**src/rtl/sha256_pkg.sv**
```systemverilog
// Shared constants and types for the SHA-256 result interface.
package sha256_pkg;

  localparam int unsigned WORD_W   = 32;
  localparam int unsigned N_WORDS  = 8;
  localparam int unsigned DIGEST_W = WORD_W * N_WORDS;
  localparam int unsigned IDX_W    = $clog2(N_WORDS);

  typedef enum logic {
    IDLE = 1'b0,
    SEND = 1'b1
  } state_t;

endpackage

```
**src/rtl/sha256_digest_tx.sv**
```systemverilog
// Captures the final digest on done_i and streams it out H0-first as
// N_WORDS words over a valid/ready handshake.
module sha256_digest_tx
  import sha256_pkg::*;
(
  input  logic                CLK,
  input  logic                RST,
  input  logic                done_i,
  input  logic [DIGEST_W-1:0] digest_i,
  output logic                out_valid,
  input  logic                out_ready,
  output logic [WORD_W-1:0]   out_data,
  output logic                out_last,
  output logic                busy,
  output logic                overrun
);

  state_t              state, state_d;
  logic [IDX_W-1:0]    idx, idx_d;
  logic [DIGEST_W-1:0] shadow, shadow_d;
  logic                last_q, last_d;
  logic                overrun_q, overrun_d;
  logic                xfer;
  logic                idx_end;

  assign xfer    = (state == SEND) && out_ready;
  assign idx_end = (idx == IDX_W'(N_WORDS - 1));

  // State register and datapath registers
  always_ff @(posedge CLK or negedge RST) begin
    if (!RST) begin
      state     <= IDLE;
      idx       <= '0;
      shadow    <= '0;
      last_q    <= 1'b0;
      overrun_q <= 1'b0;
    end else begin
      state     <= state_d;
      idx       <= idx_d;
      shadow    <= shadow_d;
      last_q    <= last_d;
      overrun_q <= overrun_d;
    end
  end

  // Next-state: capture, shift-per-transfer, back-to-back reload, overrun
  always_comb begin
    state_d   = state;
    idx_d     = idx;
    shadow_d  = shadow;
    last_d    = last_q;
    overrun_d = 1'b0;

    unique case (state)
      IDLE: begin
        if (done_i) begin
          state_d  = SEND;
          shadow_d = digest_i;
          idx_d    = '0;
          last_d   = (N_WORDS == 1);
        end
      end
      SEND: begin
        if (xfer && idx_end) begin
          idx_d = '0;
          if (done_i) begin
            shadow_d = digest_i;
            last_d   = (N_WORDS == 1);
          end else begin
            state_d  = IDLE;
            shadow_d = '0;
            last_d   = 1'b0;
          end
        end else begin
          if (xfer) begin
            shadow_d = shadow << WORD_W;
            idx_d    = idx + IDX_W'(1);
            last_d   = (idx == IDX_W'(N_WORDS - 2));
          end
          // A new digest can only be accepted on the final transfer
          overrun_d = done_i;
        end
      end
      default: state_d = IDLE;
    endcase
  end

  assign out_valid = (state == SEND);
  assign busy      = (state == SEND);
  assign out_data  = shadow[DIGEST_W-1 -: WORD_W];
  assign out_last  = last_q;
  assign overrun   = overrun_q;

endmodule

```
**config.mk**
```make
export PLATFORM = sky130hd
export DESIGN_NAME = sha256_digest_tx
export DESIGN_NICKNAME = d
export VERILOG_FILES = /design/src/rtl/sha256_pkg.sv /design/src/rtl/sha256_digest_tx.sv
export SDC_FILE = /design/constraint.sdc
export NUM_CORES = 1
export LEC_CHECK = 0
export CAP_MARGIN = 20
export CORE_ASPECT_RATIO = 0.8
export CORE_MARGIN = 1.5
export CORE_UTILIZATION = 54
export CTS_BUF_LIST = sky130_fd_sc_hd__clkbuf_8
export CTS_CLUSTER_DIAMETER = 200
export DETAILED_ROUTE_END_ITERATION = 10
export HOLD_SLACK_MARGIN = 0.12
export PLACE_DENSITY = 0.87
export SLEW_MARGIN = 10
export SYNTH_ARGS = -nofsm -noshare
export SYNTH_HDL_FRONTEND = slang
export SYNTH_SLANG_ARGS = --single-unit
```
**constraint.sdc**
```tcl
create_clock -name CLK -period 4.8 [get_ports CLK]
set_input_delay 0.96 -clock CLK [delete_from_list [all_inputs] [get_ports CLK]]
set_output_delay 0.96 -clock CLK [all_outputs]
set_load 0.005 [all_outputs]
```
# After elaboration in Yosys (flattened, before gate mapping)

Index checks and enable logic that the tools add are counted.

Output and inout bits: 36
Register bits after elaboration: 262
Word-level logic and storage cells: 32
Input port bits: 260

Multiplexer cells: 18
Add/subtract/negate cells: 1
Equal/unequal tests: 4
Bitwise logic cells: 1
Reduce and logical (&&, ||, !) cells: 3

Operator list:

| operator                                                                 | count |
|---|---|
| 256-bit two-way mux                                                      | 4 |
| 256-bit one-hot mux with 2 select lines                                  | 1 |
| 3-bit two-way mux                                                        | 3 |
| 1-bit two-way mux                                                        | 7 |
| 3-bit equality test (second input constant)                              | 2 |
| 3-bit one-hot mux with 2 select lines                                    | 1 |
| 1-bit one-hot mux with 2 select lines                                    | 2 |
| 3-bit by 1-bit adder with 3-bit output (second input constant)           | 1 |
| 3-bit by 1-bit inequality test with 1-bit output (second input constant) | 1 |
| 1-bit logical AND                                                        | 2 |
| 2-bit inequality test (second input constant)                            | 1 |
| 2-bit AND reduction                                                      | 1 |
| 1-bit NOT                                                                | 1 |

# Longest topological paths before layout

Depth in word-level cells: 4
Gate-level depth with buffers: 8
Mapped depth without buffers: 5

# Worst setup path before layout

No wires, ideal clock.

Path kind: input to register
From: input port done_i
To: register shadow[100]
Arrival time: 2.051 ns
Path slack: 2.654 ns
Stages on the path: 7
Path buffers: 4
Data required time: 4.705 ns
Library setup time: 0.095 ns
Cells stage by stage: nor2b_1 buf_6 a31o_1 buf_6 buf_6 buf_6 a221oi_2

Longest elaborated chain between the ends: 3
Elaborated cells between the ends (all ways): 5
Classes of those cells: eq/ne: 1; mux: 3; reduce/logical: 1

Ends and longest elaborated chain:

| element                                 | line                   | RTL |
|---|---|---|
| from (decl)                             | sha256_digest_tx.sv:8  | `input logic done_i,` |
| 256-bit two-way mux                     | sha256_digest_tx.sv:66 | `if (done_i) begin` |
| 256-bit two-way mux                     | sha256_digest_tx.sv:64 | `if (xfer && idx_end) begin` |
| 256-bit one-hot mux with 2 select lines | sha256_digest_tx.sv:54 | `unique case (state)` |
| to (signal assigned)                    | sha256_digest_tx.sv:40 | `shadow <= shadow_d;` |
| to (decl)                               | sha256_digest_tx.sv:20 | `logic [DIGEST_W-1:0] shadow, shadow_d;` |

Parallel ways exist; a longest one is shown, timed or not.
A chain may end at the register's enable or synchronous reset.

# Worst setup path in the final report

From: input port done_i
To: register shadow[169]

Same word-level chain as after synthesis.

==> results.json <==
{
  "critPathMaxStageDelay_ns": 0.69,
  "grt_max_degree": 116,
  "wl_per_cell_um": 21.22,
  "combPwrFrac_pct": 36.2,
  "coreArea_um2": 25440,
  "criticalPathCategory": "input port to flop",
  "crit_cells": 5,
  "critPathMaxFanout": 41,
  "drt-vias-per-instance": 6.220,
  "setup_violations": 0,
  "status": "completed",
  "stdcell_area_um2": 17810,
  "drt-initial-drc-count": 1358,
  "die_w_um": 183.5,
  "drive_gt1_share_pct": 15.37,
  "holdBufCountCts": 0,
  "clkSinkCount": 262,
  "cts-buffers-inserted": 43,
  "p_sw_share_pct": 36.00,
  "min_path_cells": 1,
  "skew_ns": 0.02658,
  "max_freq_ghz": 0.3226,
  "max_slew_margin_pct": 27.38,
  "p_sw_mw": 3.200,
  "hold_start": "shadow[2]",
  "synth_top_family_by_area": "compound AO/OA/AOI/OAI gates",
  "synth-simple-area-share_pct": 1.013,
  "multiInputGateArea_um2": 5742,
  "synth.cell_area_um2": 14070,
  "synth_fa_ha_area_share_pct": 0.2667,
  "critPathLaunchType": "input port",
  "ys_types": 26,
  "cts_tree": "done",
  "p_int_mw": 5.688,
  "gp_congestion": 0.8289,
  "synth_seq_cells": 262,
  "portBuffers": 295,
  "crit_arrival_ns": 3.50,
  "placed_area_um2": 16910,
  "critPathBufInv": 2,
  "antenna_left": 0,
  "clock_path_buffers": 3,
  "final_net_count": 1863,
  "grt_use_total_pct": 30.57,
  "p_leak_nw": 7.683,
  "ys_seq_area_share_pct": 46.58,
  "cap_violations": 0,
  "p_clk_share_pct": 22.9,
  "yosysWarnings": 0,
  "dr.pass1.iters": 6,
  "post_cts_buffers": 0,
  "hold_ws_ns": 0.5045,
  "ios": 296,
  "area_growth_syn_to_layout_pct": 26.56,
  "final_cell_mix": "294 x clkdlybuf4s50_1, 262 x dfrtp_1, 227 x inv_1, 224 x o21ai_0, 224 x a21oi_1",
  "regToRegSetupSlack_ns": 2.03,
  "reg2reg_from": "idx[1]",
  "overflow": 0,
  "synth_ff_type": "dfrtp_1",
  "initial_core_util_pct": 55.33,
  "cts_resized": 0,
  "routed_wl_um": 42130,
  "grt_antenna_before_repair": 1,
  "layout_commonest_cell": "clkdlybuf4s50_1",
  "cts_root_buf": "clkbuf_8",
  "power_density_nw_per_um2": 498.9,
  "syn_inst": 1420,
  "synth.avg_cell_area_um2": 9.912,
  "synth_edf_count": 0,
  "fin_setup_tns_ns": 0,
  "post-route-util_pct": 70.02,
  "clkLatencyLatePin_ns": 0.55,
  "nFillCells": 1797,
  "post-route-period-util_pct": 64.58,
  "dieHeight_um": 147.4,
  "grt_first_pass_wirelength_um": 65520,
  "cp.required_ns": 5.20,
  "critPathLaunch": "done_i",
  "rsz0062_at_grt": "false",
  "num_vias": 12346,
  "h-tree-depth": 2,
  "grt_pass1_vias": 12111,
  "hold_violations": 0,
  "crit_slowest_cell": "a31o_4",
  "synth-compound-area-share_pct": 38.89,
  "peakVddDrop_uv": 240.9,
  "async_flop_share_pct": 100.0,
  "end_kind": "flop",
  "worstMarginPinSlew_ns": 1.089,
  "synth_xor_area_share_pct": 0,
  "die-area_um2": 27050,
  "dp_hpwl_um": 27230,
  "setup_slack_ns": 1.700,
  "fin_crit_ns": 3.100,
  "synth_nets": 1683,
  "slew_viol_final": 0,
  "pwr-share-seq_pct": 40.9,
  "seq_area_um2": 6556,
  "dp_slack_ns": 1.167,
  "r2r_cells": 6,
  "num_rows": 52,
  "synth.area.mux_share_pct": 0.2222,
  "cp_cell_sequence": "clkdlybuf4s50_1 > nor2b_1 > a31o_4 > buf_4 > a221oi_2",
  "cts.clk_slew.worst_paths_ns": 0.06,
  "hp-class": "flop to flop",
  "drc": 0,
  "crit_family": "buffers and inverters"
}
power by group through the flow:
stage | logic (mW) | registers, mW | clock network, mW
finish | 3.22 | 3.64 | 2.03
floorplan | 2.31 | 3.41 | 0
CTS | 3.21 | 3.61 | 2.05
detailed placement | 3.17 | 3.62 | 0
global route | 3.49 | 3.70 | 2.15
global placement | 3.05 | 3.59 | 0
kinds of logic after synthesis:
| group | Yosys count |
|---|---|
| compound gates | 717 |
| mux | 3 |
| fa+ha+maj | 3 |
| buf+inv | 409 |
| flops | 262 |
| simple gates | 26 |
routing by layer:
metal,vias up,routed length [µm],GRT usage [%]
met1,6051,17670,43.57
li1,5510,-,-
met4,0,1365,10.86
met2,689,19460,46.74
met5,-,0,0
met3,96,3633,5.913
final timing paths:
check,to
hold / removal,shadow[2]
setup / recovery,shadow[169]
max in group asynchronous,idx[2]
hold reg to reg,shadow[2]
setup reg to reg,shadow[249]
min in group asynchronous,shadow[203]
through the flow:
step / power, mW / cells
after floorplan: 5.722 / 1420
after global placement: 6.640 / 1906
after detailed placement: 6.793 / 1906
after CTS: 8.858 / 1984
after global routing: 9.343 / 1985
final: 8.888 / 1985
final cells by class:
cell class,instances,share of cell area (%)
multi-input cells,749,32.23
clock buffers,59,4.559
inverters,218,4.594
diodes,1,0.01405
clock inverters,19,0.5057
well taps,351,2.465
repair buffers,326,18.82
flip-flops and latches,262,36.81
synth_stat cells, drive strengths merged (2+ instances only):
master	n	area, µm²
a221oi	216	2768
and2	2	12.51
mux2i	2	20.02
a21oi	224	1121
o211a	8	80.08
a21o	8	60.06
o21ai	224	1121
nand2b	10	62.56
buf	84	613.1
nor2	8	30.03
inv	218	818.3
nor2b	4	25.02
or2	2	12.51
dfrtp	262	6556
ha	3	37.54
clkbuf	107	401.6
a22o	33	289.0
state kept, by name, indices dropped and copies added (netlist names):
name,count
overrun,1
busy,1
shadow,256
idx,3
out_last,1
Note: power is estimated with default switching activity, not from simulation.
